## src/rtl/instruction_fetch_unit.sv

```systemverilog
// Instruction fetch unit: owns the PC, fetches words over req/ready, presents one instruction at a time.
// Throughput is one instruction per two cycles at best; a stalled instruction is held until downstream takes it.
module instruction_fetch_unit #(
  parameter logic [31:0] RESET_PC   = 32'h0000_0000,
  parameter int unsigned WAIT_LIMIT = 255
) (
  input  logic        clk,
  input  logic        rst_n,
  output logic        imem_req,
  output logic [31:0] imem_addr,
  input  logic        imem_ready,
  input  logic [31:0] imem_rdata,
  output logic [31:0] instruction,
  output logic        instr_valid,
  output logic [31:0] pc_out,
  input  logic        pc_enable,
  input  logic [1:0]  jump_mux_signal,
  input  logic [31:0] im_data,
  input  logic [31:0] jump_reg_value,
  input  logic        branch_taken,
  input  logic        stall,
  output logic        halted,
  output logic        fetch_error
);

  typedef enum logic [1:0] {FETCH, ISSUE, HALT} state_t;

  localparam logic [15:0] WAIT_LAST = 16'(WAIT_LIMIT - 1);

  state_t      state, state_nxt;
  logic [31:0] pc, pc_nxt;
  logic [31:0] instr_q, instr_nxt;
  logic        req_q, req_nxt;
  logic        halt_q, halt_nxt;
  logic        err_q, err_nxt;
  logic [15:0] wait_cnt, wait_nxt;
  logic [31:0] seq_pc, target;

  always_ff @(posedge clk) begin
    if (!rst_n) begin
      state    <= FETCH;
      pc       <= RESET_PC;
      instr_q  <= '0;
      req_q    <= 1'b0;
      halt_q   <= 1'b0;
      err_q    <= 1'b0;
      wait_cnt <= '0;
    end else begin
      state    <= state_nxt;
      pc       <= pc_nxt;
      instr_q  <= instr_nxt;
      req_q    <= req_nxt;
      halt_q   <= halt_nxt;
      err_q    <= err_nxt;
      wait_cnt <= wait_nxt;
    end
  end

  always_comb begin
    seq_pc = pc + 32'd4;
    target = seq_pc;
    case (jump_mux_signal)
      2'd0: target = seq_pc;
      2'd1: target = branch_taken ? (seq_pc + (im_data << 2)) : seq_pc;
      2'd2: target = jump_reg_value;
      2'd3: target = {pc[31:18], im_data[15:0], 2'b00};
      default: target = seq_pc;
    endcase
  end

  always_comb begin
    state_nxt = state;
    pc_nxt    = pc;
    instr_nxt = instr_q;
    req_nxt   = req_q;
    halt_nxt  = halt_q;
    err_nxt   = err_q;
    wait_nxt  = wait_cnt;
    case (state)
      FETCH: begin
        // The cycle right after reset release only raises the request.
        if (!req_q) begin
          req_nxt = 1'b1;
        end else if (imem_ready) begin
          instr_nxt = imem_rdata;
          wait_nxt  = '0;
          req_nxt   = 1'b0;
          state_nxt = ISSUE;
        end else if (wait_cnt == WAIT_LAST) begin
          err_nxt   = 1'b1;
          halt_nxt  = 1'b1;
          req_nxt   = 1'b0;
          state_nxt = HALT;
        end else begin
          wait_nxt = wait_cnt + 16'd1;
        end
      end
      ISSUE: begin
        if (!stall) begin
          if (!pc_enable) begin
            halt_nxt  = 1'b1;
            state_nxt = HALT;
          end else begin
            pc_nxt    = target & ~32'd3;
            req_nxt   = 1'b1;
            state_nxt = FETCH;
          end
        end
      end
      HALT: begin
        req_nxt = 1'b0;
      end
      default: begin
        state_nxt = HALT;
        req_nxt   = 1'b0;
      end
    endcase
  end

  assign imem_req    = req_q;
  assign imem_addr   = pc;
  assign pc_out      = pc;
  assign instruction = instr_q;
  assign instr_valid = (state == ISSUE);
  assign halted      = halt_q;
  assign fetch_error = err_q;

endmodule

```

## config.mk

```make
export PLATFORM = sky130hd
export DESIGN_NAME = instruction_fetch_unit
export DESIGN_NICKNAME = d
export VERILOG_FILES = /design/src/rtl/instruction_fetch_unit.sv
export SDC_FILE = /design/constraint.sdc
export NUM_CORES = 1
export LEC_CHECK = 0
export BUFFER_PORTS_ARGS = -buffer_cell sky130_fd_sc_hd__buf_2
export CAP_MARGIN = 20
export CELL_PAD_IN_SITES_DETAIL_PLACEMENT = 0
export CELL_PAD_IN_SITES_GLOBAL_PLACEMENT = 1
export CORE_UTILIZATION = 34
export DETAILED_ROUTE_END_ITERATION = 12
export GPL_TIMING_DRIVEN = 0
export PLACE_DENSITY = 0.78
export SLEW_MARGIN = 20
export SYNTH_ARGS = -nofsm -noshare
export SYNTH_HDL_FRONTEND = slang
export SYNTH_SLANG_ARGS = --single-unit
```

## constraint.sdc

```tcl
create_clock -name clk -period 3.75 [get_ports clk]
set_input_delay 0.1875 -clock clk [delete_from_list [all_inputs] [get_ports clk]]
set_output_delay 0.1875 -clock clk [all_outputs]
set_load 0.01 [all_outputs]
```

=== Yosys cells after proc, flatten, opt, wreduce, memory -nomap -nowiden ===
Cells that the tools add are included.

* Bits in registers: 83
* Input bits: 104
* Output and inout port bits: 100
* Logic and storage cells: 62

* Add/sub/neg operators: 3
* Equality and inequality tests: 14
* Multiplexer cells: 22
* Bitwise operators: 4
* Reduce and logical (&&, ||, !) cells: 11

{| class="wikitable"
|+ Operators by type and width
! cell !! number
|-
| one-hot mux 32 bit (4 select lines) || 1
|-
| adder 32 x 3 -> 32 bit, second input constant || 1
|-
| adder 32 bit || 1
|-
| 2-to-1 mux 16 bit || 2
|-
| 2-to-1 mux 32 bit || 1
|-
| adder 16 x 1 -> 16 bit, second input constant || 1
|-
| == test 16 x 8 -> 1 bit, second input constant || 1
|-
| != test 2 bit, second input constant || 6
|-
| AND reduction 4 bit || 3
|-
| 2-to-1 mux 1 bit || 10
|-
| 2-to-1 mux 2 bit || 5
|-
| AND reduction 3 bit || 3
|-
| == test 2 bit, second input constant || 3
|-
| one-hot mux 2 bit (3 select lines) || 1
|-
| AND reduction 6 bit || 1
|-
| == test 2 x 1 -> 1 bit, second input constant || 2
|-
| logical NOT 2 bit || 2
|-
| NOT 1 bit || 4
|-
| one-hot mux 1 bit (2 select lines) || 2
|-
| != test 3 bit, second input constant || 1
|-
| != test 2 x 1 -> 1 bit, second input constant || 1
|-
| AND reduction 2 bit || 1
|-
| nonzero test 2 bit || 1
|}

=== Logic depth before layout (Yosys ltp) ===
Gate-level depths: netlist of run 1.

* Word-level depth: 5
* Gate-level depth with buffers: 17
* Mapped depth without buffers: 17

=== Least setup slack after synthesis of run 1 ===
No wires, ideal clock.

* Kind: reg2reg
* From: register pc[2], in the netlist imem_addr[2]
* To: register pc[31], in the netlist imem_addr[31]
* Library setup time: 0.120 ns
* Arrival: 3.686 ns
* Required time: 3.630 ns
* Slack: -0.056 ns
* Stages on the path, launching flop included: 18
* Path buffers: 0
* Period minus slack after synthesis: 3.806 ns
* Cell sequence: dfxtp_1 ha_1 and2_1 nand4_1 nor2_1 nand3_1 xnor2_1 ha_1 a21o_1 nor2_1 a311oi_2 o21ai_2 o22ai_2 nor2_2 o311ai_2 xor2_1 a21oi_1 a211o_1

* Word-level cells in the longest chain between the ends: 4

{| class="wikitable"
|+ RTL lines
! item !! RTL line !! RTL
|-
| start, declared || 31 || <nowiki>logic [31:0] pc, pc_nxt;</nowiki>
|-
| start signal, assigned || 50 || <nowiki>pc <= pc_nxt;</nowiki>
|-
| adder 32 x 3 -> 32 bit * || 60 || <nowiki>seq_pc = pc + 32'd4;</nowiki>
|-
| adder 32 bit || 64 || <nowiki>2'd1: target = branch_taken ? (seq_pc + (im_data << 2)) : seq_pc;</nowiki>
|-
| 2-to-1 mux 32 bit || 64 ||
|-
| one-hot mux 32 bit (4 select lines) * || 62 || <nowiki>case (jump_mux_signal)</nowiki>
|}

Mark *: on every way between the ends. The rest lies on a longest branch, timed or not.
A chain may end at the register's enable or synchronous reset.

=== Worst setup path in the final report of run 1 ===
* From: register pc[4], in the netlist imem_addr[4]
* To: register pc[29], in the netlist imem_addr[29]

Same word-level chain as after synthesis.

==> metrics.md, run 1 <==
| Metric | Value |
|---|---|
| Outcome | finished with violations |
| Failing checks | negative setup slack |
| Worst min path class | in -> reg |
| Placed Cells | 1252 |
| DRC Markers | 0 |
| Setup ws final | -0.0443 ns |
| Final Cycle Share | 1.01 |
| DIE WIDTH | 139 um |
| Final net count | 1203 |
| Power per cell area | 285 nW/um^2 |
| Proportion of layout cells with a drive suffix above 1 | 0.326 |
| I/O pins | 204 |
| Die height | 139 um |
| Register-to-Register Path Depth | 18 |
| Fin. Hold Viols | 0 |
| Setup Skew | 0.00798 ns |
| Remaining antenna violation count after routing | 0 |
| Filler cell count | around 1900 |
| Commonest non-fill, non-tap cell in the layout | buf_2 |
| DR pass1 iterations | 5 |
| Initial antenna violation count | 0 |
| Post-synthesis sequential area ratio | 0.259 |
| Num rows | 49 |
| GRT Overall Usage | 0.232 |
| Hold Path End | instruction[18] |
| Crit Path Class | reg -> reg |
| FFs w/ async S/R, synth | 0 |
| Yosys top cell area share | 0.259 |
| CP Capture Type | flip-flop |
| Logic pwr share | 0.199 |
| RSZ-0062 raised after global routing | yes |
| Starting DRC count in detailed routing | approximately 470 |
| Peak supply drop | roughly 0.25 mV |
| DRT Wirelength | between 20 and 25 mm |
| Internal power | between 0.0015 and 0.002 W |
| H-tree depth | 3 |
| Hpwl dp | 16.8 mm |
| Worst-Skew Late Latency | between 0.3 and 0.4 ns |
| Post-CTS Hold Fix Bufs | 0 |
| Switching power share of the total | 0.293 |
| Endpoint of the worst register-to-register path | imem_addr[29] |
| Grt ovf | 0 |
| EDFF count, synth | 0 |
| Crit path max fanout | 4 |
| Synth unique cells | 82 |
| Area Growth Syn to Fin | 33.1% |
| Max Root-Sink Buffers | 2 |
| Root buffer cell | clkbuf_16 |
| Core Box Area | approximately 18000 sq um |
| Net switching power | 0.000716 W |
| Slew Viols, Final | 0 |
| R2r startpoint | imem_addr[4] |
| GP Congestion | 0.912 |
| First-pass GRT wire length | 35.2 mm |
| Diode count | 0 |
| Hold path start | imem_rdata[18] |
| Final setup vio count | 2 |
| Clock transition at path regs | 0.07 ns |
| Synth warnings | 0 |
| Vias per std cell | 5.30 |
| Final Non-Filler Cells | 1298 |
| Worst Setup Start Kind | flip-flop |
| IO Port Bufs | 192 |
| Post-Synthesis Cells | 828 |
| Synth Area per Inst | 7.76 sq um |
| Req. time, crit path | 3.98 ns |
| Reg2Reg Setup Slack | -0.04 ns |
| Largest net degree at the start of global routing | 16 |
| TritonCTS Sinks | 83 |
| Synth Register Bits | 83 |
| Worst rel slew slack | 0.378 |
| Clock power share | 0.418 |
| Place WS | -0.790 ns |
| CTS Buf Count | 9 |
| Vias in the first global route | 6369 |
| Slew at the pin closest to its max-slew limit | 0.933 ns |
| CTS tree | built |
| Initial core utilization | 0.352 |
| Synth area leaders | dfxtp_1, nand2_1, ha_1 |
| Routed WL per cell | 17.7 um |
| Critical path arrival | around 4 ns |
| Die area | 19500 sq um |
| Vias | 6878 |
| Cell accounting for the most synthesized area | dfxtp_1 |
| Max-capacitance violation count | 0 |
| Final Critical Period | 3.79 ns |
| Cell area after synthesis | between 6000 and 7000 sq um |
| Most frequent cells in the layout | buf_2, nand2_1, dfxtp_1, buf_4 |
| Hold Path Depth | 3 |
| Fmax | ~260 MHz |
| Dominant synthesized flop cell | dfxtp_1 |
| Leakage power | 3.96 nW |
| Seq pwr share | 0.383 |
## layer usage
metal  vias to the layer above  GRT usage  wire, um
met5                         -          0         0
met3                        46     0.0317      1620
met1                      3166      0.320     10500
li1                       3395          -         -
met2                       271      0.370     10300
met4                         0     0.0807       532
## power groups by stage
stage / clock, W / combinational (W) / sequential (W)
after CTS: 0.00104 / 0.000476 / 0.000933
after global placement: 0 / 0.000456 / 0.000957
after global routing: 0.00108 / 0.000531 / 0.000938
after detailed placement: 0 / 0.000457 / 0.000958
after floorplan: 0 / 0.000267 / 0.000966
final: 0.00102 / 0.000486 / 0.000934
## worst max-delay path by stage
stage | startpoint | end | slack (ns) | cells past startpoint
after floorplan | imem_addr[3] | imem_addr[31] | 0.07 | 17
after global placement | imem_addr[3] | imem_addr[31] | -0.77 | 17
after detailed placement | imem_addr[3] | imem_addr[31] | -0.79 | 17
after CTS | imem_addr[4] | imem_addr[31] | -0.04 | 19
after global routing | imem_addr[5] | imem_addr[27] | -0.23 | 19
final | imem_addr[4] | imem_addr[29] | -0.04 | 18
## state kept, by name (all words and copies together) (netlist names)
| signal | count |
|---|---|
| state | 2 |
| fetch_error | 1 |
| imem_addr | 30 |
| imem_req | 1 |
| halted | 1 |
| instruction | 32 |
| wait_cnt | 16 |
## worst max-delay path, cell delays in order, from the launching register on
cell	delay [ns]
dfxtp_4	0.35
and3_4	0.19
and2_4	0.14
nand4_1	0.12
buf_6	0.17
nor2_2	0.14
xor2_2	0.19
ha_1	0.30
a21o_2	0.23
a221oi_4	0.35
nand2_2	0.11
o21ai_4	0.22
o22ai_4	0.12
buf_6	0.14
a221oi_4	0.29
o21bai_1	0.09
a21oi_1	0.18
xor2_1	0.23
a31oi_1	0.11
## kinds of logic (layout without fill, tap and decap cells)
group / Yosys count / in the layout / share of synthesized area
simple gates: 297 / 297 / 0.216
compound gates: 247 / 247 / 0.262
buf+inv: 90 / 328 / 0.0812
flops: 83 / 83 / 0.259
xor+xnor: 62 / 62 / 0.0845
fa+ha+maj: 35 / 35 / 0.0693
mux: 13 / 13 / 0.0282
other cells: 1 / 4 / 0.000584
## per-stage QoR
step	instance area (sq um)	utilization	hold slack (ns)	setup TNS (ns)	power [W]
finish	8550	0.468	0.0785	-0.0846	0.00244
global placement	7690	0.421	0.438	-5.09	0.00141
detailed placement	7690	0.421	0.445	-4.86	0.00142
CTS	8430	0.461	0.0706	-0.0790	0.00245
floorplan	6440	-	0.332	0	0.00123
global route	8550	0.468	0.0800	-0.953	0.00254
## synthesized netlist by cell type, drive strengths merged (3+ instances only)
master / number
a221oi: 3
a221o: 4
a211oi: 4
and3: 13
xor2: 27
a21oi: 60
nor3: 11
o21a: 6
ha: 34
mux2i: 8
nor2b: 10
and4: 3
o21bai: 7
nand2b: 7
a21o: 9
a311oi: 4
o211ai: 9
nor4: 4
o221ai: 3
dfxtp: 83
mux4: 4
and2: 11
nor2: 63
nand2: 124
o211a: 4
buf: 42
nand4: 9
o2111ai: 3
o31ai: 5
or3: 5
nor3b: 3
a31oi: 8
xnor2: 35
o21ai: 54
clkbuf: 32
a41oi: 3
inv: 14
a211o: 4
a21boi: 40
a22oi: 3
nand3: 27
## cell type report
type / instances / area (sq um) / share of cell area
clock buffer: 10 / 239 / 0.0279
buffer: 75 / 469 / 0.0549
sequential: 83 / 1690 / 0.198
tap: 229 / 287 / 0.0335
clock inverter: 6 / 96.3 / 0.0113
inverter: 15 / 56.3 / 0.00658
timing repair buffer: 222 / 1210 / 0.141
multi-input combinational: 658 / 4500 / 0.526
## timing repair
| action | CTS | global route |
|---|---|---|
| cloned | 0 | 0 |
| endpoints found under the setup margin | 18 | 10 |
| setup buffers | 26 | 4 |
| pin swaps | 28 | 16 |
| gates resized for setup | 49 | 18 |
Note: power is estimated with default switching activity, not from simulation.
==> inputs of run 2 (changes only) <==
--- a/config.mk
+++ b/config.mk
@@ -9,9 +9,9 @@
 export CAP_MARGIN = 20
 export CELL_PAD_IN_SITES_DETAIL_PLACEMENT = 0
 export CELL_PAD_IN_SITES_GLOBAL_PLACEMENT = 1
+export CORE_MARGIN = 2
 export CORE_UTILIZATION = 34
 export DETAILED_ROUTE_END_ITERATION = 12
-export GPL_TIMING_DRIVEN = 0
 export PLACE_DENSITY = 0.78
 export SLEW_MARGIN = 20
 export SYNTH_ARGS = -nofsm -noshare
==> metrics.md, run 2 (synthesis results as in run 1) <==
| Metric | Value |
|---|---|
| Outcome | finished clean |
| IO Port Bufs | 195 |
| Final Cycle Share | 0.978 |
| RSZ-0062 raised after global routing | yes |
| Most frequent cells in the layout | buf_2, nand2_1, dfxtp_1, buf_4, nor2_1 |
| GR peak layer | met2 |
| Final Critical Period | 3.67 ns |
| Commonest non-fill, non-tap cell in the layout | buf_2 |
| Crit path max fanout | 4 |
| Seq pwr share | 0.394 |
| Hold path start | imem_rdata[2] |
| GRT Overall Usage | 0.204 |
| Vias | 6608 |
| Clock power share | 0.406 |
| Placed Cells | 1241 |
| Crit Path Class | reg -> reg |
| Final net count | between 1000 and 1500 |
| DRC Markers | 0 |
| Starting DRC count in detailed routing | 367 |
| H-tree depth | 3 |
| Req. time, crit path | 3.99 ns |
| Worst-Skew Late Latency | 0.35 ns |
| Max Root-Sink Buffers | 2 |
| Worst rel slew slack | 0.282 |
| Place WS | -0.0798 ns |
| R2r startpoint | imem_addr[4] |
| CP Capture Type | flip-flop |
| Grt ovf | 0 |
| Slew Viols, Final | 0 |
| Slew at the pin closest to its max-slew limit | 1.07 ns |
| Area Growth Syn to Fin | 28.7% |
| Fmax | 273 MHz |
| Root buffer cell | clkbuf_16 |
| Initial core utilization | 0.345 |
| Clock transition at path regs | 0.07 ns |
| CTS Buf Count | 9 |
| Routed WL per cell | roughly 17 um |
| Met2 Track Usage GR | 0.331 |
| DR pass1 iterations | 4 |
| Met3 global-route usage | 0.0290 |
| Hpwl dp | 15.3 mm |
| Initial antenna violation count | 0 |
| Net switching power | around 0.00071 W |
| Die height | 141 um |
| DIE WIDTH | around 140 um |
| Logic pwr share | 0.199 |
| Vias per std cell | between 5 and 6 |
| Worst min path class | in -> reg |
| Setup ws final | approximately 0.08 ns |
| Proportion of layout cells with a drive suffix above 1 | 0.324 |
| First-pass GRT wire length | 32.7 mm |
| CTS tree | built |
| Switching power share of the total | 0.299 |
| Die area | 20000 sq um |
| Num rows | 50 |
| Crit. Startpoint | imem_addr[4] |
| DRT Wirelength | 21.1 mm |
| GP Congestion | 0.830 |
| Largest net degree at the start of global routing | 45 |
| Setup_tns | 0 ns |
| Max-capacitance violation count | 0 |
| Final setup vio count | 0 |
| Leakage power | 3.82 nW |
| I/O pins | 204 |
| Vias in the first global route | 6188 |
| TritonCTS Sinks | 83 |
| Setup Skew | 0.00835 ns |
| Max reg flops | 32 |
| Internal power | ~0.0017 W |
| Post-CTS Hold Fix Bufs | 0 |
| Diode count | 0 |
| Final Non-Filler Cells | 1267 |
| Met1 Use GR | 0.285 |
| Power per cell area | 285 nW/um^2 |
| Critical path arrival | 3.91 ns |
| Worst Setup Start Kind | flip-flop |
| Fin. Hold Viols | 0 |
| Remaining antenna violation count after routing | 0 |
| Core Box Area | 18600 sq um |
| Peak supply drop | 0.220 mV |
run 2: changes by cell type in the layout (fill, tap and decap cells not counted), sizes merged:
cell	before	now
bufinv	2	1
buf	264	261
clkdlybuf4s50	1	0
clkbuf	42	10
inv	16	17
run 2: final cells by class:
cell class	instances	area, sq um
repair buffers	261	1480
well taps	234	293
fillers	1932	10400
clock buffers	10	239
clock inverters	6	71.3
inverters	15	56.3
multi-input cells	658	4460
flip-flops and latches	83	1670
run 2: worst paths after layout:
kind	end	cells past startpoint	slack (ns)
setup / recovery	imem_addr[31]	17	0.08
hold reg to reg	instruction[16]	2	0.46
hold / removal	instruction[2]	3	0.08
setup reg to reg	imem_addr[31]	17	0.08
run 2: worst max-delay path, stage by stage (launching register included):
cell,delay [ns]
dfxtp_2,0.32
and3_4,0.20
nand3_4,0.09
nor2_2,0.14
and2_4,0.18
nand3_2,0.10
xnor2_2,0.15
ha_1,0.32
and3_4,0.23
a221oi_4,0.09
a311oi_2,0.36
o21ai_4,0.12
o22ai_4,0.25
nor2_4,0.06
o311ai_2,0.25
xor2_1,0.30
a21oi_1,0.11
a211o_1,0.28
run 2: routing by layer:
| layer | wire length (um) | share of wire | vias up |
|---|---|---|---|
| met5 | 0 | 0 | - |
| met3 | 999 | 0.047 | 17 |
| met1 | 9920 | 0.47 | 3087 |
| met2 | 9920 | 0.47 | 169 |
| li1 | - | - | 3335 |
| met4 | 256 | 0.012 | 0 |
run 2: metrics by stage:
step                      area [sq um]   util  power (W)  hold slack (ns)
after floorplan                   6440      -    0.00123            0.332
after global placement            7660  0.411    0.00141            0.440
after detailed placement          7660  0.411    0.00141            0.443
after CTS                         8020  0.430    0.00238           0.0700
after global routing              8270  0.444    0.00247           0.0811
final                             8270  0.444    0.00236           0.0823
run 2: power by group through the flow:
stage | Combinational, W | Clock, W | Sequential [W]
after floorplan | 0.000267 | 0 | 0.000966
after global placement | 0.000456 | 0 | 0.000951
after detailed placement | 0.000456 | 0 | 0.000951
after CTS | 0.000461 | 0.000984 | 0.000931
after global routing | 0.000515 | 0.00102 | 0.000934
final | 0.000470 | 0.000959 | 0.000930
run 2: repair_timing:
action	4_1_cts	5_1_grt
pin swaps	4	32
gates resized for setup	5	40
buffers inserted	2	8
setup endpoints to repair	6	12
